[config.mk]
export PLATFORM = sky130hd
export DESIGN_NAME = tt_mem_elem_gen
export DESIGN_NICKNAME = d
export VERILOG_FILES = /design/src/rtl/tt_mem_elem_gen.sv
export SDC_FILE = /design/constraint.sdc
export NUM_CORES = 1
export LEC_CHECK = 0
export ABC_AREA = 1
export ABC_CLOCK_PERIOD_IN_PS = 8100
export BUFFER_PORTS_ARGS = -buffer_cell sky130_fd_sc_hd__buf_2
export CAP_MARGIN = 20
export CORE_MARGIN = 4
export CORE_UTILIZATION = 39
export CTS_CLUSTER_SIZE = 25
export DETAILED_ROUTE_END_ITERATION = 10
export PLACE_DENSITY_LB_ADDON = 0.05
export SLEW_MARGIN = 0
export SYNTH_ARGS = -nofsm -noshare
export SYNTH_HDL_FRONTEND = slang
export SYNTH_SLANG_ARGS = --single-unit
[constraint.sdc]
create_clock -name i_clk -period 8.1 [get_ports i_clk]
set_input_delay 1.62 -clock i_clk [delete_from_list [all_inputs] [get_ports i_clk]]
set_output_delay 1.62 -clock i_clk [all_outputs]
set_load 0.005 [all_outputs]
[src/rtl/tt_mem_elem_gen.sv]
// Turns the credited mask/index item stream into per-element LSU requests for one
// strided or indexed vector memop, returning one credit for every item popped.
module tt_mem_elem_gen #(
   parameter int VLEN         = 256,
   parameter int MASK_CREDITS = 2
) (
   input  logic                       i_clk,
   input  logic                       i_reset_n,
   input  logic                       i_start,
   input  logic                       i_is_indexed,
   input  logic                       i_is_masked,
   input  logic [$clog2(VLEN+1)-1:0]  i_vl,
   input  logic [63:0]                i_base_addr,
   input  logic [63:0]                i_stride,
   input  logic                       i_mask_idx_valid,
   input  logic [64:0]                i_mask_idx_item,
   input  logic                       i_mask_idx_last_idx,
   output logic                       o_mask_idx_credit,
   output logic                       o_req_valid,
   input  logic                       i_req_ready,
   output logic [63:0]                o_req_addr,
   output logic [$clog2(VLEN)-1:0]    o_req_elem,
   output logic                       o_req_last,
   output logic                       o_busy,
   output logic                       o_done
);
   localparam int VLW = $clog2(VLEN+1);
   localparam int EW  = $clog2(VLEN);
   localparam int PW  = (MASK_CREDITS > 1) ? $clog2(MASK_CREDITS) : 1;
   localparam int CW  = $clog2(MASK_CREDITS+1);

   typedef enum logic [1:0] {S_IDLE, S_RUN, S_DRAIN, S_DONE} state_t;
   state_t r_state, w_state_nxt;

   logic            r_is_indexed, r_is_masked, r_credit;
   logic [VLW-1:0]  r_vl, r_e, r_exp, r_popped;
   logic [63:0]     r_base, r_stride, r_addr;
   logic [64:0]     r_mem [MASK_CREDITS];
   logic [PW-1:0]   r_wr_ptr, r_rd_ptr;
   logic [CW-1:0]   r_count;

   logic            w_empty, w_full, w_push, w_pop, w_step, w_req_valid, w_en;
   logic            w_is_last_e, w_word_end;
   logic [64:0]     w_head;
   logic [63:0]     w_word;
   logic [VLW:0]    w_words_wide;
   logic [VLW-1:0]  w_words, w_exp_start;

   assign w_empty     = (r_count == '0);
   assign w_full      = (r_count == CW'(MASK_CREDITS));
   assign w_push      = i_mask_idx_valid && !w_full;
   assign w_head      = r_mem[r_rd_ptr];
   assign w_word      = w_head[63:0];
   assign w_is_last_e = (r_e == r_vl - VLW'(1));
   assign w_word_end  = (r_e[5:0] == 6'd63) || w_is_last_e;

   // Mask words needed for a masked strided op; vl=0 still carries one word.
   assign w_words_wide = ({1'b0, i_vl} + (VLW+1)'(63)) >> 6;
   assign w_words      = w_words_wide[VLW-1:0];
   assign w_exp_start  = i_is_indexed ? i_vl :
                         i_is_masked  ? ((w_words == '0) ? VLW'(1) : w_words) : '0;

   function automatic logic [PW-1:0] ptr_inc(input logic [PW-1:0] p);
      return (p == PW'(MASK_CREDITS-1)) ? '0 : p + PW'(1);
   endfunction

   always_comb begin
      w_state_nxt = r_state;
      w_pop       = 1'b0;
      w_step      = 1'b0;
      w_req_valid = 1'b0;
      w_en        = 1'b0;
      case (r_state)
         S_IDLE: begin
            if (i_start) w_state_nxt = (i_vl == '0) ? S_DRAIN : S_RUN;
         end
         S_RUN: begin
            if (r_is_indexed) begin
               if (!w_empty) begin
                  w_en        = r_is_masked ? w_head[64] : 1'b1;
                  w_req_valid = w_en;
                  w_step      = w_en ? i_req_ready : 1'b1;
                  w_pop       = w_step;
               end
            end else if (r_is_masked) begin
               if (!w_empty) begin
                  w_en        = w_word[r_e[5:0]];
                  w_req_valid = w_en;
                  w_step      = w_en ? i_req_ready : 1'b1;
                  w_pop       = w_step && w_word_end;
               end
            end else begin
               w_en        = 1'b1;
               w_req_valid = 1'b1;
               w_step      = i_req_ready;
            end
            if (w_step && w_is_last_e) w_state_nxt = S_DRAIN;
         end
         S_DRAIN: begin
            if (r_popped == r_exp) w_state_nxt = S_DONE;
            else if (!w_empty)     w_pop       = 1'b1;
         end
         S_DONE: w_state_nxt = S_IDLE;
         default: w_state_nxt = S_IDLE;
      endcase
   end

   always_ff @(posedge i_clk) begin
      if (!i_reset_n) begin
         r_state      <= S_IDLE;
         r_is_indexed <= 1'b0;
         r_is_masked  <= 1'b0;
         r_credit     <= 1'b0;
         r_vl         <= '0;
         r_e          <= '0;
         r_exp        <= '0;
         r_popped     <= '0;
         r_base       <= '0;
         r_stride     <= '0;
         r_addr       <= '0;
         r_wr_ptr     <= '0;
         r_rd_ptr     <= '0;
         r_count      <= '0;
      end else begin
         r_state  <= w_state_nxt;
         r_credit <= w_pop;
         if (w_push) begin
            r_mem[r_wr_ptr] <= i_mask_idx_item;
            r_wr_ptr        <= ptr_inc(r_wr_ptr);
         end
         if (w_pop) begin
            r_rd_ptr <= ptr_inc(r_rd_ptr);
            r_popped <= r_popped + VLW'(1);
         end
         if (w_push && !w_pop)      r_count <= r_count + CW'(1);
         else if (!w_push && w_pop) r_count <= r_count - CW'(1);
         if (r_state == S_IDLE && i_start) begin
            r_is_indexed <= i_is_indexed;
            r_is_masked  <= i_is_masked;
            r_vl         <= i_vl;
            r_base       <= i_base_addr;
            r_stride     <= i_stride;
            r_addr       <= i_base_addr;
            r_e          <= '0;
            r_exp        <= w_exp_start;
            r_popped     <= '0;
         end else if (w_step) begin
            r_e    <= r_e + VLW'(1);
            r_addr <= r_addr + r_stride;
         end
      end
   end

   assign o_mask_idx_credit = r_credit;
   assign o_req_valid       = w_req_valid;
   assign o_req_addr        = !w_req_valid ? 64'd0 :
                              r_is_indexed ? r_base + w_head[63:0] : r_addr;
   assign o_req_elem        = w_req_valid ? r_e[EW-1:0] : '0;
   assign o_req_last        = w_req_valid && w_is_last_e;
   assign o_busy            = (r_state != S_IDLE);
   assign o_done            = (r_state == S_DONE);

   // Upstream may only send while holding a credit; the FIFO never overflows.
   a_no_push_full: assert property (@(posedge i_clk) disable iff (!i_reset_n)
      !(i_mask_idx_valid && w_full));
   a_last_has_valid: assert property (@(posedge i_clk) disable iff (!i_reset_n)
      i_mask_idx_last_idx |-> i_mask_idx_valid);
endmodule
==> results.md <==
- Worst Path Max Fanout: 53
- Clk_lat worst skew: about 0.59 ns
- Sequential cell area fraction in the yosys report: 35.7%
- DR vias/cell: ~5.5
- Clk root buf: clkbuf_16
- Hold path startpoint: r_wr_ptr
- Ys flop type: dfxtp_1
- H-tree depth: 2
- RSZ-0062 raised after global routing: no
- Drt initial violations: 2,549
- Gr usage total: between 30% and 40%
- Fmax: 150 MHz
- Max clock buf depth: 3
- Max_slew headroom: ~26%
- Estimated wirelength of the detail-placed design: slightly below 90,000 µm
- Core area: 61,700 µm²
- Final Hold Fails: 0
- Initial antenna violation count: 1
- CP max stage cell: buf_4
- Post-Syn Area: 24,300 µm²
- Most frequent cells in the layout: nand2_1, nor2_1, a21oi_1, inv_1, o21ai_0
- Routed vias: 25,500
- CP Launch Type: register
- Post-synth ARST share: 0%
- Yosys warns: 0
- Post-synth cell types: 53
- Critical Path Sink: o_req_addr[37]
- Routed len/inst: about 23 µm
- Synthesis-to-layout area growth: 14.6%
- WS Path Type: reg -> out
- GPL Wtd Cong: 1.04
- Syn_area_per_cell: approximately 6.9 µm²
- Fraction of layout cells with a size suffix above 1: 11.1%
- First-pass GRT wire length: 156,000 µm
- Die ar.: 66,300 µm²
- Clock transition at path regs: 0.06 ns
- Worst EP arrival: 5.07 ns
- Fin area: 27,800 µm²
- Starting Density: between 30% and 40%
- Most common cell after layout, fill and taps aside: nand2_1
- Number of global-route vias before repair: 23,900
- Port bufs: 285
- Die H: 258 µm
- Slew Limit Fails: 0
- Placed cell areas: 26,400 µm²
- Reg-to-reg critical path startpoint: r_e[1]
- Remaining DRCs: 0
- Ratio of final minimum period to clock period: around 83%
- Overflow after GRT: 0
- Max-cap violations: 0
- Post-synth net total: between 3,000 and 4,000
- CTS tree: yes
- Final setup TNS: 0 ns
- # nets final: 4,096
- Post-cts hold buffer count: 0
- I/O Pins: 287
- Postcts setup bufs: 0
- Crit-path max cell delay: 0.46 ns
- Tightest Hold Check Type: reg -> reg
- Post_cts resized: 0
- CP required: around 6.5 ns
- Minimum clock period: about 6.7 ns
- Crit. End Element: output port
- TritonCTS Buffers: 44
- Leak pwr: approximately 12 nW
- Die Width: ~260 µm
- Worst path cell trace: buf_4 > nand2_1 > nand2_1 > ha_1 > a21oi_1 > nand2_1 > a21boi_0 > o21ai_1 > buf_4 > a21boi_0 > inv_1 > a21o_1 > inv_1 > o21ai_0 > xnor2_1 > a21oi_1 > buf_2
- IR Drop Worst-Case VDD: approximately 0.17 mV
- Synth Instances: 3,522
- Seq cells post-synth: 368
- Final wirelength: 108,000 µm
- Slew @ Worst Pin: ~1.1 ns
- Post-synth EDFFs: 130
- Clock skew: 0.0268 ns
- ANT nets after route: 0
- Critical Path Most Common Cell: nand2_1
- Worst R2R Path Depth: 21
- Largest net degree at the start of global routing: 79
- # setup viols final: 0
- FF-to-FF setup slack: 3.09 ns
- Status: finished clean
- Row cnt: 91
- Clock Sink Count: about 370
- DRT Pass-1 Iters: 6
- Reg2reg end: r_addr[4]
- Pwr/cell area: 308 nW/µm²
power by group:
part	total, mW	leakage, nW	internal [mW]	switching, mW
clock network	2.06	0.737	1.23	0.832
logic	3.84	8.32	1.15	2.69
registers	2.67	3.15	2.26	0.405
total	8.57	12.2	4.64	3.92
logic make-up after synthesis:
logic type / after synthesis / share of synthesized area [%]
fa+ha+maj: 136 / 7.07
flops: 368 / 35.7
buf+inv: 481 / 7.98
xor+xnor: 65 / 2.40
simple gates: 1527 / 25.5
compound gates: 945 / 21.4
stage by stage:
| step | worst slack (ns) | hold slack [ns] | cells | power [mW] | util (%) |
|---|---|---|---|---|---|
| detailed placement | 2.11 | 0.466 | 4541 | 6.42 | 42.7 |
| global placement | 2.13 | 0.453 | 4541 | 6.38 | 42.7 |
| finish | 1.41 | 0.477 | 4623 | 8.57 | 45.1 |
| floorplan | 1.17 | 0.425 | 3522 | 5.00 | - |
| global route | 1.12 | 0.494 | 4623 | 9.09 | 45.1 |
| CTS | 1.47 | 0.474 | 4622 | 8.50 | 45.1 |
synthesized netlist by cell type (all sizes together) (27+ instances only):
| library cell | count | area, µm² |
|---|---|---|
| a21oi | 396 | 1980 |
| a22o | 38 | 333 |
| a31oi | 39 | 244 |
| buf | 52 | 324 |
| clkbuf | 71 | 268 |
| dfxtp | 238 | 4760 |
| edfxtp | 130 | 3900 |
| ha | 134 | 1680 |
| inv | 358 | 1350 |
| nand2 | 758 | 2860 |
| nand3 | 164 | 826 |
| nor2 | 503 | 1900 |
| nor3 | 29 | 145 |
| o21ai | 369 | 1850 |
| xnor2 | 27 | 236 |
| xor2 | 37 | 324 |
flip-flops by register name, indices dropped and copies added (netlist names), 2 cells and up, named ones only:
name,cells
r_mem,130
r_e,9
r_stride,64
r_addr,64
r_exp,9
r_vl,9
r_base,64
r_count,2
r_popped,9
r_state,2
worst min path at each step:
stage                     depth (start not counted)         to
after floorplan                                   2  r_base[0]
after global placement                            2   r_wr_ptr
after detailed placement                          2   r_wr_ptr
after CTS                                         2   r_wr_ptr
after global routing                              2   r_wr_ptr
final                                             2   r_wr_ptr
area by class of cell:
| cell class | instances | area, µm² |
|---|---|---|
| tap | 837 | 1050 |
| timing repair buffer | 305 | 1580 |
| fill | 6562 | 33900 |
| clock buffer | 61 | 1240 |
| antenna | 1 | 2.50 |
| sequential | 368 | 8670 |
| clock inverter | 20 | 243 |
| inverter | 358 | 1350 |
| multi-input combinational | 2673 | 13700 |
per-layer routing:
metal  vias up  track usage (%)  routed length, µm
met5         -                0                  0
met4         0             10.7               4160
li1      12300                -                  -
met3       148             5.33               8680
met1     12100             43.8              47800
met2       950             48.9              47600
critical path: cells and delay by family, from the launching register on:
kind,cells,cell delay (ns)
buffers and inverters,5,1.16
xor gates and xnor gates,1,0.46
adders and majority gates,1,0.32
DFF,1,0.36
and+or+nand+nor,3,0.43
AOI/OAI and AO/OA,7,1.69
Power figures use the tool's default switching activity.
